File: src/rtl/vedic_div16_seq_if.sv
// Operand/result handshake bundle for the sequential restoring divider.
// master drives operands and takes results; slave is the divider.
interface vedic_div16_seq_if #(
  parameter int W = 8
) ();
  logic           in_valid;
  logic           in_ready;
  logic [2*W-1:0] dividend;
  logic [W-1:0]   divisor;
  logic           out_valid;
  logic           out_ready;
  logic [2*W-1:0] quotient;
  logic [W-1:0]   remainder;
  logic           div_by_zero;

  modport master (
    output in_valid, dividend, divisor, out_ready,
    input  in_ready, out_valid, quotient, remainder, div_by_zero
  );

  modport slave (
    input  in_valid, dividend, divisor, out_ready,
    output in_ready, out_valid, quotient, remainder, div_by_zero
  );
endinterface

File: src/rtl/vedic_div16_seq.sv
// Sequential restoring divider, 2W/W -> 2W quotient + W remainder, 1 bit/clk.
// Optional DIV_ZERO_FAST_EN: zero divisor finishes one clock after accept.
module vedic_div16_seq #(
  parameter int W = 8
) (
  input logic              clk,
  input logic              rst_n,
  vedic_div16_seq_if.slave io
);

  localparam int CW = $clog2(2 * W);

  localparam logic [1:0] S_IDLE = 2'd0;
  localparam logic [1:0] S_CALC = 2'd1;
  localparam logic [1:0] S_DONE = 2'd2;

  logic [1:0]     state_q, state_d;
  logic [2*W-1:0] dvd_q, dvd_d;
  logic [W-1:0]   dsr_q, dsr_d;
  logic [W-1:0]   lo_q, lo_d;
  logic [W-1:0]   rem_q, rem_d;
  logic [CW-1:0]  cnt_q, cnt_d;
  logic           zero_q, zero_d;
  logic [2*W-1:0] quo_q, quo_d;
  logic [W-1:0]   rmd_q, rmd_d;
  logic           dbz_q, dbz_d;

  logic [W:0]     rem_sh;
  logic [W-1:0]   diff;
  logic           ge;
  logic [W-1:0]   rem_nx;
  logic [2*W-1:0] dvd_nx;
  logic           last;

  // The dividend register doubles as the quotient shift register.
  always_comb begin
    rem_sh = {rem_q, dvd_q[2*W-1]};
    ge     = rem_sh >= {1'b0, dsr_q};
    diff   = rem_sh[W-1:0] - dsr_q;
    rem_nx = ge ? diff : rem_sh[W-1:0];
    dvd_nx = {dvd_q[2*W-2:0], ge};
`ifdef DIV_ZERO_FAST_EN
    last   = (cnt_q == '0) || zero_q;
`else
    last   = (cnt_q == '0);
`endif
  end

  always_comb begin
    state_d = state_q;
    dvd_d   = dvd_q;
    dsr_d   = dsr_q;
    lo_d    = lo_q;
    rem_d   = rem_q;
    cnt_d   = cnt_q;
    zero_d  = zero_q;
    quo_d   = quo_q;
    rmd_d   = rmd_q;
    dbz_d   = dbz_q;
    unique case (1'b1)
      state_q == S_IDLE: begin
        if (io.in_valid) begin
          state_d = S_CALC;
          dvd_d   = io.dividend;
          dsr_d   = io.divisor;
          lo_d    = io.dividend[W-1:0];
          zero_d  = (io.divisor == '0);
          rem_d   = '0;
          cnt_d   = CW'(2 * W - 1);
        end
      end
      state_q == S_CALC: begin
        dvd_d = dvd_nx;
        rem_d = rem_nx;
        cnt_d = cnt_q - 1'b1;
        if (last) begin
          state_d = S_DONE;
          cnt_d   = '0;
          quo_d   = zero_q ? '1 : dvd_nx;
          rmd_d   = zero_q ? lo_q : rem_nx;
          dbz_d   = zero_q;
        end
      end
      state_q == S_DONE: begin
        if (io.out_ready) state_d = S_IDLE;
      end
      default: state_d = S_IDLE;
    endcase
  end

  always_ff @(posedge clk or negedge rst_n) begin
    if (!rst_n) begin
      state_q <= S_IDLE;
      dvd_q   <= '0;
      dsr_q   <= '0;
      lo_q    <= '0;
      rem_q   <= '0;
      cnt_q   <= '0;
      zero_q  <= 1'b0;
      quo_q   <= '0;
      rmd_q   <= '0;
      dbz_q   <= 1'b0;
    end else begin
      state_q <= state_d;
      dvd_q   <= dvd_d;
      dsr_q   <= dsr_d;
      lo_q    <= lo_d;
      rem_q   <= rem_d;
      cnt_q   <= cnt_d;
      zero_q  <= zero_d;
      quo_q   <= quo_d;
      rmd_q   <= rmd_d;
      dbz_q   <= dbz_d;
    end
  end

  assign io.in_ready    = (state_q == S_IDLE);
  assign io.out_valid   = (state_q == S_DONE);
  assign io.quotient    = quo_q;
  assign io.remainder   = rmd_q;
  assign io.div_by_zero = dbz_q;

endmodule

File: src/flat_wrapper.sv
// flat-port wrapper written by rule: the top's interface ports become plain ports
module vedic_div16_seq_flat 
#(
  parameter int W = 8
)
  (clk, rst_n, io_in_valid, io_dividend, io_divisor, io_out_ready, io_in_ready, io_out_valid, io_quotient, io_remainder, io_div_by_zero);
  vedic_div16_seq_if #(.W(W)) io_i ();
  input logic clk;
  input logic rst_n;
  input wire logic [$bits(io_i.in_valid)-1:0] io_in_valid;
  input wire logic [$bits(io_i.dividend)-1:0] io_dividend;
  input wire logic [$bits(io_i.divisor)-1:0] io_divisor;
  input wire logic [$bits(io_i.out_ready)-1:0] io_out_ready;
  output wire logic [$bits(io_i.in_ready)-1:0] io_in_ready;
  output wire logic [$bits(io_i.out_valid)-1:0] io_out_valid;
  output wire logic [$bits(io_i.quotient)-1:0] io_quotient;
  output wire logic [$bits(io_i.remainder)-1:0] io_remainder;
  output wire logic [$bits(io_i.div_by_zero)-1:0] io_div_by_zero;
  assign io_i.in_valid = io_in_valid;
  assign io_i.dividend = io_dividend;
  assign io_i.divisor = io_divisor;
  assign io_i.out_ready = io_out_ready;
  assign io_in_ready = io_i.in_ready;
  assign io_out_valid = io_i.out_valid;
  assign io_quotient = io_i.quotient;
  assign io_remainder = io_i.remainder;
  assign io_div_by_zero = io_i.div_by_zero;
  vedic_div16_seq #(.W(W)) u_core (.clk(clk), .rst_n(rst_n), .io(io_i));
endmodule
File: config.mk
export PLATFORM = sky130hd
export DESIGN_NAME = vedic_div16_seq_flat
export DESIGN_NICKNAME = d
export VERILOG_FILES = /design/src/rtl/vedic_div16_seq_if.sv /design/src/rtl/vedic_div16_seq.sv /design/src/flat_wrapper.sv
export SDC_FILE = /design/constraint.sdc
export NUM_CORES = 1
export LEC_CHECK = 0
export ABC_AREA = 1
export CAP_MARGIN = 30
export CORE_MARGIN = 5
export CORE_UTILIZATION = 58
export DETAILED_ROUTE_END_ITERATION = 16
export GPL_TIMING_DRIVEN = 1
export PLACE_DENSITY = 0.85
export SLEW_MARGIN = 0
export SYNTH_ARGS = -nofsm -noshare
export SYNTH_HDL_FRONTEND = slang
export SYNTH_SLANG_ARGS = --single-unit
File: constraint.sdc
create_clock -name clk -period 2.7 [get_ports clk]
set_clock_uncertainty 0.1 [all_clocks]
set_input_delay 0.54 -clock clk [delete_from_list [all_inputs] [get_ports clk]]
set_output_delay 0.54 -clock clk [all_outputs]
set_load 0.02 [all_outputs]
==> Word level (Yosys, flattened, before mapping) <==
Index checks and enable logic that the tools add are counted.
{ "totals": {"reg_bits": 72, "in_bits": 28, "output_inout_bits": 27} }
{ "op_classes": {"addsub": 2, "magnitude_cmp": 1, "n_eq_ne": 5, "n_mux": 14, "n_reduce_logical": 8} }
{ "op_table": {"columns": ["cell", "n"], "rows": [
  ["16-bit two-way mux", 2],
  ["16-bit case mux with 2 select lines", 1],
  ["8-bit two-way mux", 3],
  ["8-bit case mux with 2 select lines", 1],
  ["9-bit by 8-bit >= comparator with 1-bit output", 1],
  ["8-bit zero test", 1],
  ["4-bit two-way mux", 2],
  ["4-bit case mux with 2 select lines", 1],
  ["8-bit subtractor", 1],
  ["2-bit two-way mux", 3],
  ["2-bit case mux with 3 select lines", 1],
  ["2-bit AND reduction", 3],
  ["4-bit zero test", 1],
  ["2-bit inequality test, second input constant", 2],
  ["4-bit by 1-bit subtractor with 4-bit output, second input constant", 1],
  ["3-bit AND reduction", 1],
  ["2-bit by 1-bit equality test with 1-bit output, second input constant", 1],
  ["2-bit equality test, second input constant", 1],
  ["2-bit zero test", 1],
  ["2-bit by 1-bit inequality test with 1-bit output, second input constant", 1],
  ["2-bit nonzero test", 1]
]} }

==> Depth between registers and ports, before layout <==
Gate-level depths: netlist (run 1).
{ "logic_depth": {"ltp_word": 3, "ltp_mapped": 13} }

==> Least setup slack after synthesis (run 1) <==
OpenSTA, ideal clock, no wires.
{ "synth_timing": {"kind": "flip-flop to flip-flop", "from": "register u_core.rem_q[1]", "to": "register u_core.rmd_q[7] (netlist: u_core.io.remainder[7])", "arrival_ns": 1.589, "slack_ns": 0.895, "stages_incl_launch_ff": 13, "path_buffers": 1, "period_less_slack_ns": 1.805, "path_cell_list": "dfrtp_1 ha_1 buf_6 nand2_1 nand2_1 a21oi_1 nand2_1 nand2_4 nand2_8 nand2_1 nand3_1 nand2_1 nand2_1"} }
{ "synth_via": {"elab_chain_len": 3} }
{ "synth_rtl": {"columns": ["element", "line", "source"], "rows": [
  ["from (decl)", "vedic_div16_seq.sv:21", "logic [W-1:0] rem_q, rem_d;"],
  ["from (signal assigned)", "vedic_div16_seq.sv:108", "rem_q <= rem_d;"],
  ["8-bit subtractor / 9-bit by 8-bit >= comparator with 1-bit output (equally long branches)", "vedic_div16_seq.sv:39, vedic_div16_seq.sv:38", null],
  ["8-bit two-way mux (*)", "vedic_div16_seq.sv:40", "rem_nx = ge ? diff : rem_sh[W-1:0];"],
  ["8-bit two-way mux (*)", "vedic_div16_seq.sv:80", "rmd_d = zero_q ? lo_q : rem_nx;"],
  ["to (signal assigned)", "vedic_div16_seq.sv:112", "rmd_q <= rmd_d;"],
  ["to (decl)", "vedic_div16_seq.sv:25", "logic [W-1:0] rmd_q, rmd_d;"]
]} }
Every way passes the cells marked *; elsewhere a longest branch is shown, timed or not.
A chain may end at the register's enable or synchronous reset.

==> Final worst setup path (run 1) <==
{ "layout_timing": {"from": "register u_core.state_q[1]", "to": "output port io_in_ready"} }
{ "layout_via": {"elab_chain_len": 1} }
{ "layout_rtl": {"columns": ["element", "line", "source"], "rows": [
  ["from (decl)", "vedic_div16_seq.sv:17", "logic [1:0] state_q, state_d;"],
  ["from (signal assigned)", "vedic_div16_seq.sv:104", "state_q <= state_d;"],
  ["2-bit zero test", "vedic_div16_seq.sv:117", "assign io.in_ready = (state_q == S_IDLE);"],
  ["to (decl)", "flat_wrapper.sv:14", "output wire logic [$bits(io_i.in_ready)-1:0] io_in_ready;"]
]} }
No other way between the ends.

==> run_results.csv, run 1 <==
group,metric,value,unit
grt,top_usage_layer,"met2",
route,wl,8.13,mm
placement,port_buffers,54,
cells_and_area,drive_above_1_share,7.59,%
clock_tree,cts_num_sinks,72,
setup_path,rr_worst_depth,10,
setup_path,worstSetupStartpointType,"register",
route,drc,0,
setup_path,r2r_slack,0.54,ns
floorplan,initial_utilization,59.1,%
grt,groute.layer.met1.usage,32.0,%
sta,finalSetupViolations,0,
synthesis,netlist_top_cells_area,"dfrtp_1 52%, nand2_1 12%, a21oi_1 5.6%, inv_1 5.6%, nand3_1 3.3%",
synthesis,ys_ff_latch,72,
setup_path,reg2reg_from,"u_core.rem_q[4]",
sta,worst_pin_slew,0.725,ns
synthesis,synthesis.area,3460,um^2
route,ant_nets,0,
sta,tns,0,ns
floorplan,chipWidth,87.2,um
setup_path,cp.arrival,1.61,ns
setup_path,r2r-end,"u_core.io.remainder[1]",
run_status,status,"completed",
synthesis,seq_area_frac_synth,52.1,%
synthesis,synthTopCellsByCount,"111 x nand2_1, 72 x dfrtp_1, 52 x inv_1, 39 x a21oi_1, 27 x nor2_1",
floorplan,core,5850,um^2
synthesis,synth_top_cell_area_share,52.1,%
grt,grt_pass1_wl,13.9,mm
setup_path,critical_path.max_fanout,3,
floorplan,die-area,7600,um^2
sta,drv_slew,0,
grt,grt_util_all_layers,23.6,%
clock_tree,cts_buffer_depth,2,
route,via_count,3027,
clock_tree,cts_tree,"yes",
synthesis,synthArstFlopShare,100,%
setup_path,endpoint_kind,"output pin",
grt,grt_max_degree,33,
clock_tree,insertion_delay,0.36,ns
sta,finalCritPeriodShare,83.2,%
power,power_density,1410,nW/um^2
placement,dpl.hpwl,5.95,mm
synthesis,synth_edf_count,0,
cells_and_area,synthToLayoutAreaGrowth,21.7,%
setup_path,criticalPathCategory,"reg2out",
cells_and_area,nets,506,
clock_tree,cts_resized,0,
hold_path,worstHoldPathType,"in2async",
run,cap_violations,0,
synthesis,avgSynthCellArea,8.35,um^2
placement,place_inst,533,
placement,gp_congestion,0.922,
synthesis,yosys.area.top_type,"dfrtp_1",
floorplan,io_pins,55,
grt,use_met3,5.30,%
grt,grt_overflow,0,
synthesis,netlist_instances,414,
clock_tree,root_buffer,"clkbuf_8",
clock_tree,hold_buffers,0,
synthesis,yosys_warnings,0,
grt,antenna_found_initial,0,
cells_and_area,diodes,0,
synthesis,synth_nets,451,
synthesis,synth.most_common_cell,"nand2_1",
setup_path,required,2.06,ns
clock_tree,clk_pin_slew,0.09,ns
route,wl_per_cell,14.8,um
route,post_drt_via_cell_ratio,5.51,
grt,grt_pass1_vias,2943,
power,p_leak,0.00212,uW
power,vdd_ir_drop_max,0.000782,V
route,drt_iter0_drc,193,
cells_and_area,final_util,71.9,%
sta,slew-limit-headroom,51.6,%
clock_tree,cts_setup_buffers,0,
cells_and_area,layout.cells.non_filler,549,
clock_tree,htree_levels,3,
clock_tree,cts_inserted_buffers,9,
synthesis,ys.flop_type,"dfrtp_1",
sta,rsz0062_at_grt,"no",
floorplan,die_h,87.2,um
sta,hold_viol,0,
route,drtPass1Iterations,5,
floorplan,rows,28,
grt,grtUsageMet2,38.0,%
synthesis,ys_types,32,
sta,finalCriticalPeriod,2.25,ns
sta,max_freq,445,MHz
[stage by stage]
stage	total power, uW	setup slack (ns)	cell area, um^2	hold WS, ns
finish	5920	0.453	4210	0.113
global route	6470	0.366	4210	0.162
CTS	5910	0.436	4210	0.126
detailed placement	5140	0.363	4040	0.364
global placement	5010	0.440	4040	0.362
floorplan	4200	0.895	3460	0.144
[registers in the layout (all words and copies together) (netlist names)]
register,flops
u_core.zero_q,1
u_core.state_q,2
u_core.dvd_q,16
u_core.io.quotient,16
u_core.dsr_q,8
u_core.rem_q,8
u_core.io.remainder,8
u_core.lo_q,8
u_core.io.div_by_zero,1
u_core.cnt_q,4
[cells in the final DEF, fill, tap and decap left out, drive strengths merged, types with 2 or more instances in the layout]
cell type | netlist | layout
o22ai | 10 | 10
nor2 | 32 | 32
nand4 | 2 | 2
o21ai | 19 | 19
clkinv | 1 | 5
clkbuf | 4 | 10
xor2 | 3 | 3
nand2 | 115 | 115
or2 | 2 | 2
nand3 | 23 | 23
buf | 11 | 6
clkdlybuf4s50 | 0 | 53
ha | 8 | 8
a21oi | 39 | 39
dfrtp | 72 | 72
o221ai | 7 | 7
inv | 58 | 59
[metal layers]
metal  vias to the layer above  wire (um)  part of all wire [%]
met1                      1449       3460                    43
li1                       1441          -                     -
met3                        21        568                   7.0
met5                         -          0                     0
met4                         0        136                   1.7
met2                       116       3970                    49
[cells by family after synthesis]
kind of cell               Yosys count  synth area share [%]
adders and majority gates            9                  3.47
xor gates and xnor gates             3                 0.760
AOI/OAI and AO/OA                   78                  12.6
DFF                                 72                  52.1
and+or+nand+nor                    178                  22.1
buffers and inverters               74                  8.94
[area by class of cell]
| cell class | instances | area [um^2] |
|---|---|---|
| Timing Repair Buffer | 59 | 573 |
| Fill cell | 452 | 1640 |
| Multi-Input combinational cell | 268 | 1350 |
| Tap cell | 75 | 93.8 |
| Clock inverter | 6 | 43.8 |
| Sequential cell | 72 | 1800 |
| Clock buffer | 10 | 128 |
| Inverter | 59 | 221 |
[power breakdown]
| part | internal [uW] | switching, uW | leakage [uW] | total (uW) |
|---|---|---|---|---|
| combinational | 1250 | 2010 | 0.00117 | 3260 |
| clock | 336 | 420 | 0.0000866 | 756 |
| sequential | 1610 | 291 | 0.000865 | 1910 |
[worst max-delay path, stage by stage (launching register included)]
cell	delay [ns]
dfrtp_1	0.42
inv_2	0.08
nand2_1	0.10
inv_1	0.07
clkdlybuf4s50_1	0.59
[worst max-delay path by stage]
stage	from	depth (start not counted)	end	slack, ns
floorplan	u_core.rem_q[1]	12	u_core.io.remainder[7]	0.89
global placement	io_in_valid	7	u_core.cnt_q[1]	0.44
detailed placement	io_in_valid	7	u_core.cnt_q[1]	0.36
CTS	u_core.state_q[1]	4	io_in_ready	0.44
global route	u_core.state_q[1]	4	io_in_ready	0.37
finish	u_core.state_q[1]	4	io_in_ready	0.45
(Power assumes the default switching activity.)
==> run 2, diff against run 1 <==
--- a/config.mk
+++ b/config.mk
@@ -8,10 +8,10 @@
 export ABC_AREA = 1
 export CAP_MARGIN = 30
 export CORE_MARGIN = 5
-export CORE_UTILIZATION = 58
+export CORE_UTILIZATION = 53
 export DETAILED_ROUTE_END_ITERATION = 16
 export GPL_TIMING_DRIVEN = 1
-export PLACE_DENSITY = 0.85
+export PLACE_DENSITY = 0.79
 export SLEW_MARGIN = 0
 export SYNTH_ARGS = -nofsm -noshare
 export SYNTH_HDL_FRONTEND = slang
==> constraint.sdc (replaced) <==
create_clock -name clk -period 2.25 [get_ports clk]
set_clock_uncertainty 0.1 [all_clocks]
set_input_delay 0.45 -clock clk [delete_from_list [all_inputs] [get_ports clk]]
set_output_delay 0.45 -clock clk [all_outputs]
set_load 0.02 [all_outputs]
==> run_results.csv, run 2 (synthesis gave the netlist of run 1 again) <==
group,metric,value,unit
run_status,status,"completed",
grt,grt_pass1_vias,2859,
sta,slew-limit-headroom,54.9,%
setup_path,r2r-end,"u_core.io.remainder[2]",
placement,dpl.hpwl,6.01,mm
grt,grt_max_degree,31,
sta,finalSetupViolations,0,
power,power_density,1700,nW/um^2
setup_path,worstSetupStartpointType,"register",
setup_path,endpoint_kind,"output pin",
clock_tree,cts_tree,"yes",
run,cap_violations,0,
placement,gp_congestion,0.899,
cells_and_area,final_util,67.7,%
clock_tree,cts_setup_buffers,0,
setup_path,crit_buf_inv,3,
floorplan,initial_utilization,54.4,%
setup_path,required,1.70,ns
clock_tree,clk_pin_slew,0.08,ns
setup_path,critical_path.slowest_cell,"clkdlybuf4s50_1",
cells_and_area,final_cell_mix,"111 x nand2_1, 72 x dfrtp_1, 53 x clkdlybuf4s50_1",
floorplan,die_h,90.8,um
floorplan,rows,29,
route,ant_nets,0,
clock_tree,insertion_delay,0.34,ns
setup_path,criticalPathCategory,"reg2out",
sta,finalCritPeriodShare,94.3,%
sta,tns,0,ns
setup_path,crit_chain,"inv_2 > nand2_1 > inv_1 > clkdlybuf4s50_1",
setup_path,rr_worst_depth,11,
sta,finalCriticalPeriod,2.12,ns
setup_path,r2r_slack,0.20,ns
power,p_leak,0.00217,uW
clock_tree,hold_buffers,0,
grt,antenna_found_initial,0,
route,wl_per_cell,14.6,um
sta,max_freq,471,MHz
floorplan,die-area,8240,um^2
cells_and_area,final_area,4300,um^2
setup_path,critical_path.max_fanout,3,
floorplan,chipWidth,90.8,um
cells_and_area,mostFrequentLayoutCell,"nand2_1",
sta,finalHoldWorstSlack,0.0450,ns
route,drt_iter0_drc,231,
cells_and_area,drive_above_1_share,9.15,%
route,post_drt_via_cell_ratio,5.26,
sta,rsz0062_at_grt,"no",
setup_path,crit_start,"u_core.state_q[1]",
placement,port_buffers,54,
clock_tree,root_buffer,"clkbuf_8",
setup_path,crit_path_end,"io_in_ready",
clock_tree,htree_levels,3,
sta,drv_slew,0,
sta,worst_pin_slew,0.677,ns
floorplan,io_pins,55,
sta,hold_viol,0,
cells_and_area,nets,513,
route,wl,8.12,mm
power,vdd_ir_drop_max,0.000825,V
cells_and_area,diodes,0,
route,drtPass1Iterations,4,
hold_path,worstHoldPathType,"in2async",
grt,grt_overflow,0,
clock_tree,cts_num_sinks,72,
floorplan,core,6350,um^2
route,drc,0,
setup_path,worstSetupPathDepth,4,
setup_path,reg2reg_from,"u_core.rem_q[2]",
clock_tree,cts_buffer_depth,2,
setup_path,cpPeakStageDelay,0.59,ns
setup_path,cp.arrival,1.57,ns
placement,place_area,4090,um^2
clock_tree,cts_resized,0,
grt,grt_util_all_layers,20.7,%
setup_path,crit_family,"buffers and inverters",
grt,grt_pass1_wl,13.9,mm
route,via_count,2934,
cells_and_area,synthToLayoutAreaGrowth,24.4,%
clock_tree,cts_inserted_buffers,9,
==> run 2: worst min path at each step <==
stage	slack, ns	cells past startpoint	start	end
finish	0.04	1	rst_n	u_core.dvd_q[15]
global route	0.08	1	rst_n	u_core.dsr_q[0]
CTS	0.06	1	rst_n	u_core.io.quotient[14]
detailed placement	0.37	2	u_core.io.remainder[6]	u_core.io.remainder[6]
global placement	0.36	2	u_core.io.remainder[5]	u_core.io.remainder[5]
floorplan	0.05	0	rst_n	u_core.cnt_q[0]
==> run 2: per-stage QoR <==
stage,power [uW],setup WS (ns),cells
after floorplan,5040,0.445,414
after global placement,6090,0.224,542
after detailed placement,6210,0.181,542
after CTS,7310,0.112,558
after global routing,7960,0.0418,558
final,7310,0.128,558
==> run 2: metal layers <==
| layer | GRT usage (%) | part of all wire, % |
|---|---|---|
| met1 | 28.7 | 44 |
| met4 | 6.20 | 1.6 |
| met2 | 32.1 | 47 |
| met5 | 0 | 0 |
| met3 | 5.25 | 6.7 |
==> run 2: cell type report <==
type	count	area [um^2]
Fill cell	487	2050
Clock inverter	4	51.3
Tap cell	77	96.3
Clock buffer	12	155
Timing Repair Buffer	66	626
Sequential cell	72	1800
Multi-Input combinational cell	268	1350
Inverter	59	221
==> run 2: report_power, final <==
group	internal (uW)	total, uW	switching (uW)
clock	576	1060	480
combinational	1560	3980	2410
sequential	1940	2280	343
total	4080	7310	3230
==> run 3, diff against run 2 <==
==> constraint.sdc (replaced) <==
create_clock -name clk -period 2.3 [get_ports clk]
set_clock_uncertainty 0.1 [all_clocks]
set_input_delay 0.46 -clock clk [delete_from_list [all_inputs] [get_ports clk]]
set_output_delay 0.46 -clock clk [all_outputs]
set_load 0.02 [all_outputs]
==> run_results.csv, run 3 (synthesis gave the netlist of run 1 again) <==
group,metric,value,unit
placement,dp_slack,0.233,ns
setup_path,r2r-end,"u_core.io.remainder[7]",
floorplan,core,6350,um^2
sta,max_freq,461,MHz
route,drc,0,
clock_tree,cts_inserted_buffers,9,
sta,finalHoldWorstSlack,0.391,ns
cells_and_area,synthToLayoutAreaGrowth,25.9,%
sta,hold_viol,0,
route,via_count,2973,
setup_path,crit_family,"buffers and inverters",
sta,rsz0062_at_grt,"no",
clock_tree,cts_setup_buffers,0,
cells_and_area,nets,512,
floorplan,die_h,90.8,um
clock_tree,insertion_delay,0.35,ns
clock_tree,clk_pin_slew,0.08,ns
placement,port_buffers,54,
sta,slew-limit-headroom,69.7,%
grt,grt_pass1_vias,2861,
power,vdd_ir_drop_max,0.000968,V
setup_path,crit_buf_inv,3,
setup_path,required,1.74,ns
sta,tns,0,ns
sta,finalCriticalPeriod,2.17,ns
setup_path,crit_chain,"inv_2 > nand2_1 > inv_1 > clkdlybuf4s50_1",
hold_path,worstHoldPathType,"reg2reg",
floorplan,die-area,8240,um^2
setup_path,critical_path.slowest_cell,"clkdlybuf4s50_1",
clock_tree,cts_tree,"yes",
power,power_density,1690,nW/um^2
clock_tree,cts_buffer_depth,2,
grt,grt_pass1_wl,13.7,mm
grt,grt_max_degree,41,
setup_path,critical_path.max_fanout,3,
sta,setup_ws,0.131,ns
placement,dpl.hpwl,6.01,mm
hold_path,hold_depth,2,
grt,antenna_found_initial,0,
setup_path,worstSetupStartpointType,"register",
grt,grt_util_all_layers,20.5,%
floorplan,rows,29,
setup_path,reg2reg_from,"u_core.rem_q[5]",
route,wl_per_cell,14.6,um
sta,finalSetupViolations,0,
sta,drv_slew,0,
floorplan,chipWidth,90.8,um
floorplan,io_pins,55,
power,p_leak,0.00219,uW
setup_path,rr_worst_depth,10,
route,wl,8.16,mm
placement,gp_congestion,0.851,
setup_path,cpPeakStageDelay,0.59,ns
setup_path,criticalPathCategory,"reg2out",
run_status,status,"completed",
route,drt_iter0_drc,159,
hold_path,whs_endpoint,"u_core.io.remainder[3]",
run,cap_violations,0,
cells_and_area,fill_cells,508,
setup_path,cp.arrival,1.61,ns
setup_path,r2r_slack,0.18,ns
clock_tree,htree_levels,3,
cells_and_area,drive_above_1_share,8.75,%
cells_and_area,diodes,0,
route,post_drt_via_cell_ratio,5.34,
cells_and_area,mostFrequentLayoutCell,"nand2_1",
setup_path,worstSetupPathDepth,4,
sta,worst_pin_slew,0.454,ns
floorplan,initial_utilization,54.4,%
grt,grt_overflow,0,
sta,finalCritPeriodShare,94.3,%
hold_path,worstHoldStart,"u_core.io.remainder[3]",
setup_path,endpoint_kind,"output pin",
clock_tree,cts_num_sinks,72,
route,drtPass1Iterations,4,
route,ant_nets,0,
clock_tree,root_buffer,"clkbuf_8",
cells_and_area,final_cell_mix,"111 x nand2_1, 72 x dfrtp_1, 53 x clkdlybuf4s50_1",
==> run 3: worst max path at each step <==
stage | startpoint | to
after global placement | u_core.rem_q[5] | u_core.io.remainder[7]
after global routing | u_core.rem_q[5] | u_core.io.remainder[7]
final | u_core.state_q[0] | io_in_ready
after CTS | u_core.state_q[0] | io_in_ready
after detailed placement | u_core.rem_q[5] | u_core.io.remainder[7]
after floorplan | u_core.rem_q[1] | u_core.io.remainder[7]
==> run 3: routing by layer <==
layer  routed length (um)  global-route usage, %
met2                 3830                   32.1
met3                  460                   3.58
met4                  146                   7.69
met1                 3720                   28.3
met5                    0                      0
==> run 3: power breakdown <==
part / internal (uW) / total [uW] / switching (uW)
sequential: 1900 / 2240 / 341
clock: 755 / 1250 / 491
combinational: 1530 / 3880 / 2360
==> run 3: layout make-up <==
cell class	instances	area, um^2	share of cell area [%]
clock buffer	10	138	3.16
clock inverter	6	115	2.65
inverter	59	221	5.09
multi-input combinational	268	1350	30.9
sequential	72	1800	41.4
tap	77	96.3	2.21
timing repair buffer	65	633	14.5
==> run 3: through the flow <==
stage | utilization [%] | cell area [um^2] | power [uW] | instances
final | 68.5 | 4350 | 7370 | 557
after global routing | 68.5 | 4350 | 7980 | 557
after CTS | 68.5 | 4350 | 7380 | 557
after detailed placement | 64.4 | 4090 | 6090 | 540
after global placement | 64.4 | 4090 | 5970 | 540
after floorplan | - | 3460 | 4930 | 414
==> run 3: worst register-to-register path, cell delays in order (launching register included) <==
cell and delay [ns]:
dfrtp_1 0.42, ha_1 0.35, nand2_1 0.08, nand2_1 0.06
a21oi_1 0.11, and2_1 0.42, nand2_8 0.12, nand2_1 0.11
nand3_1 0.09, nand2_1 0.09, nand2_1 0.06
==> run 3: repair_timing <==
action	4_1_cts	5_1_grt
endpoints found under the hold margin	16	0
hold buffers	1	0
gates resized for setup	0	0
==> edit (settings of run 3) <==
Take the reset off `dsr_q` and load it in a clocked block of its own.
--- a/src/rtl/vedic_div16_seq.sv
+++ b/src/rtl/vedic_div16_seq.sv
@@ -92,7 +92,6 @@
     if (!rst_n) begin
       state_q <= S_IDLE;
       dvd_q   <= '0;
-      dsr_q   <= '0;
       lo_q    <= '0;
       rem_q   <= '0;
       cnt_q   <= '0;
@@ -103,7 +102,6 @@
     end else begin
       state_q <= state_d;
       dvd_q   <= dvd_d;
-      dsr_q   <= dsr_d;
       lo_q    <= lo_d;
       rem_q   <= rem_d;
       cnt_q   <= cnt_d;
@@ -114,6 +112,10 @@
     end
   end
 
+  always_ff @(posedge clk) begin
+    dsr_q <= dsr_d;
+  end
+
   assign io.in_ready    = (state_q == S_IDLE);
   assign io.out_valid   = (state_q == S_DONE);
   assign io.quotient    = quo_q;
Formal check against the unedited RTL: no difference found for any inputs over 10 cycles, from zero or initial values and one cycle with rst_n low; that may be too few to reach the edited logic, so the function may still have changed.
==> edit against run 3 <==
Combinational power decreased by 19%; total power decreased by 14%; core utilization decreased by 1.3 points; die area decreased by 0.62%; cell area decreased by 2.4%; fmax increased by 3.3%; sequential cell count unchanged; routed wire length increased by 0.15%; area after synthesis decreased by 0.69%; critical path depth decreased by 2; sequential share of layout area increased by 2.0 points; global-route usage increased by 0.52 points; worst setup slack improved by 0.070 ns; sequential power decreased by 3%.
==> edit: results (changes against run 3) <==
* Via-to-Cell Ratio at 5.32 (was 5.34)
* Ranking of synthesized cells by area: dfrtp_1 (47%), nand2_1 (11%), edfxtp_1 (7.0%), inv_1 (5.6%), a21oi_1 (5.1%) (was dfrtp_1 (52%), nand2_1 (12%), a21oi_1 (5.6%), inv_1 (5.6%), nand3_1 (3.3%))
* Number of synthesized flops with an enable pin at 8 (was 0)
* Top fanout value on the critical path at 4 (was 3)
* Non-CTS buffers at 60 (was 65)
* Syn Nets at 428 (was 451)
* First-pass GRT wire length at 14000 um (was 13700 um)
* Crit-path max cell delay at 0.63 ns (was 0.59 ns)
* Clock-cell share at 4.57% (was 5.81%)
* Placer Congestion at 0.834 (was 0.851)
* Non-clk invs at 54 (was 59)
* TritonRoute pass-1 iters at 5 (was 4)
* Top cells by count, synth: nand2_1 (99), dfrtp_1 (64), inv_1 (51), a21oi_1 (35), nor2_1 (29) (was nand2_1 (111), dfrtp_1 (72), inv_1 (52), a21oi_1 (39), nor2_1 (27))
* P_int at 3610 uW (was 4180 uW)
* Post-synthesis sequential area ratio at 53.6% (was 52.1%)
* R2R Setup Slk at 0.27 ns (was 0.18 ns)
* Drt wl/cell at 15.4 um (was 14.6 um)
* Status: completed (unchanged)
* Synth Area in Compound Gates at 11.1% (was 12.6%)
* Sequential share of cell area at 43.4% (was 41.4%)
* Xor-xnor portion of the synthesized cell area at 0.765% (was 0.760%)
* FILL cells at 546 (was 508)
* P_comb at 3130 uW (was 3880 uW)
* Final nets at 487 (was 512)
* HP Class: in -> async (was reg -> reg)
* GRT Overall Usage at 21.0% (was 20.5%)
* Worst VDD drop at 0.772 mV (was 0.968 mV)
* Leakage at 0.00210 uW (was 0.00219 uW)
* Reg2reg start: u_core.rem_q[1]$_DFFE_PN0P_ (was u_core.rem_q[5]$_DFFE_PN0P_)
* DP Wirelength at 5780 um (was 6010 um)
==> edit: cell count changes after synthesis, moves of 3 or more <==
cell,delta
a21oi_1,-4
nand2_1,-12
inv_2,-6
nand2_2,+7
clkbuf_1,-3
edfxtp_1,+8
dfrtp_1,-8
nor2_2,-3
o21ai_0,-5
==> edit: metrics by stage <==
stage / setup slack, ns / area [um2] / cells / util [%]
final: 0.200 / 4250 / 532 / 67.3
after global routing: 0.111 / 4250 / 532 / 67.3
after CTS: 0.187 / 4250 / 532 / 67.3
after detailed placement: 0.270 / 4050 / 516 / 64.2
after global placement: 0.296 / 4050 / 516 / 64.2
after floorplan: 0.494 / 3430 / 391 / -
==> edit: per-layer routing <==
metal	vias up	routed length (um)	track usage (%)
li1	1385	-	-
met1	1355	3670	28.5
met2	78	4010	33.2
met3	12	364	4.50
met4	0	126	7.32
met5	-	0	0
==> edit: worst max-delay path: cells and delay by family, from the launching register on <==
kind	cells	cell delay, ns
buffers and inverters	1	0.63
DFF	1	0.42
and+or+nand+nor	1	0.16
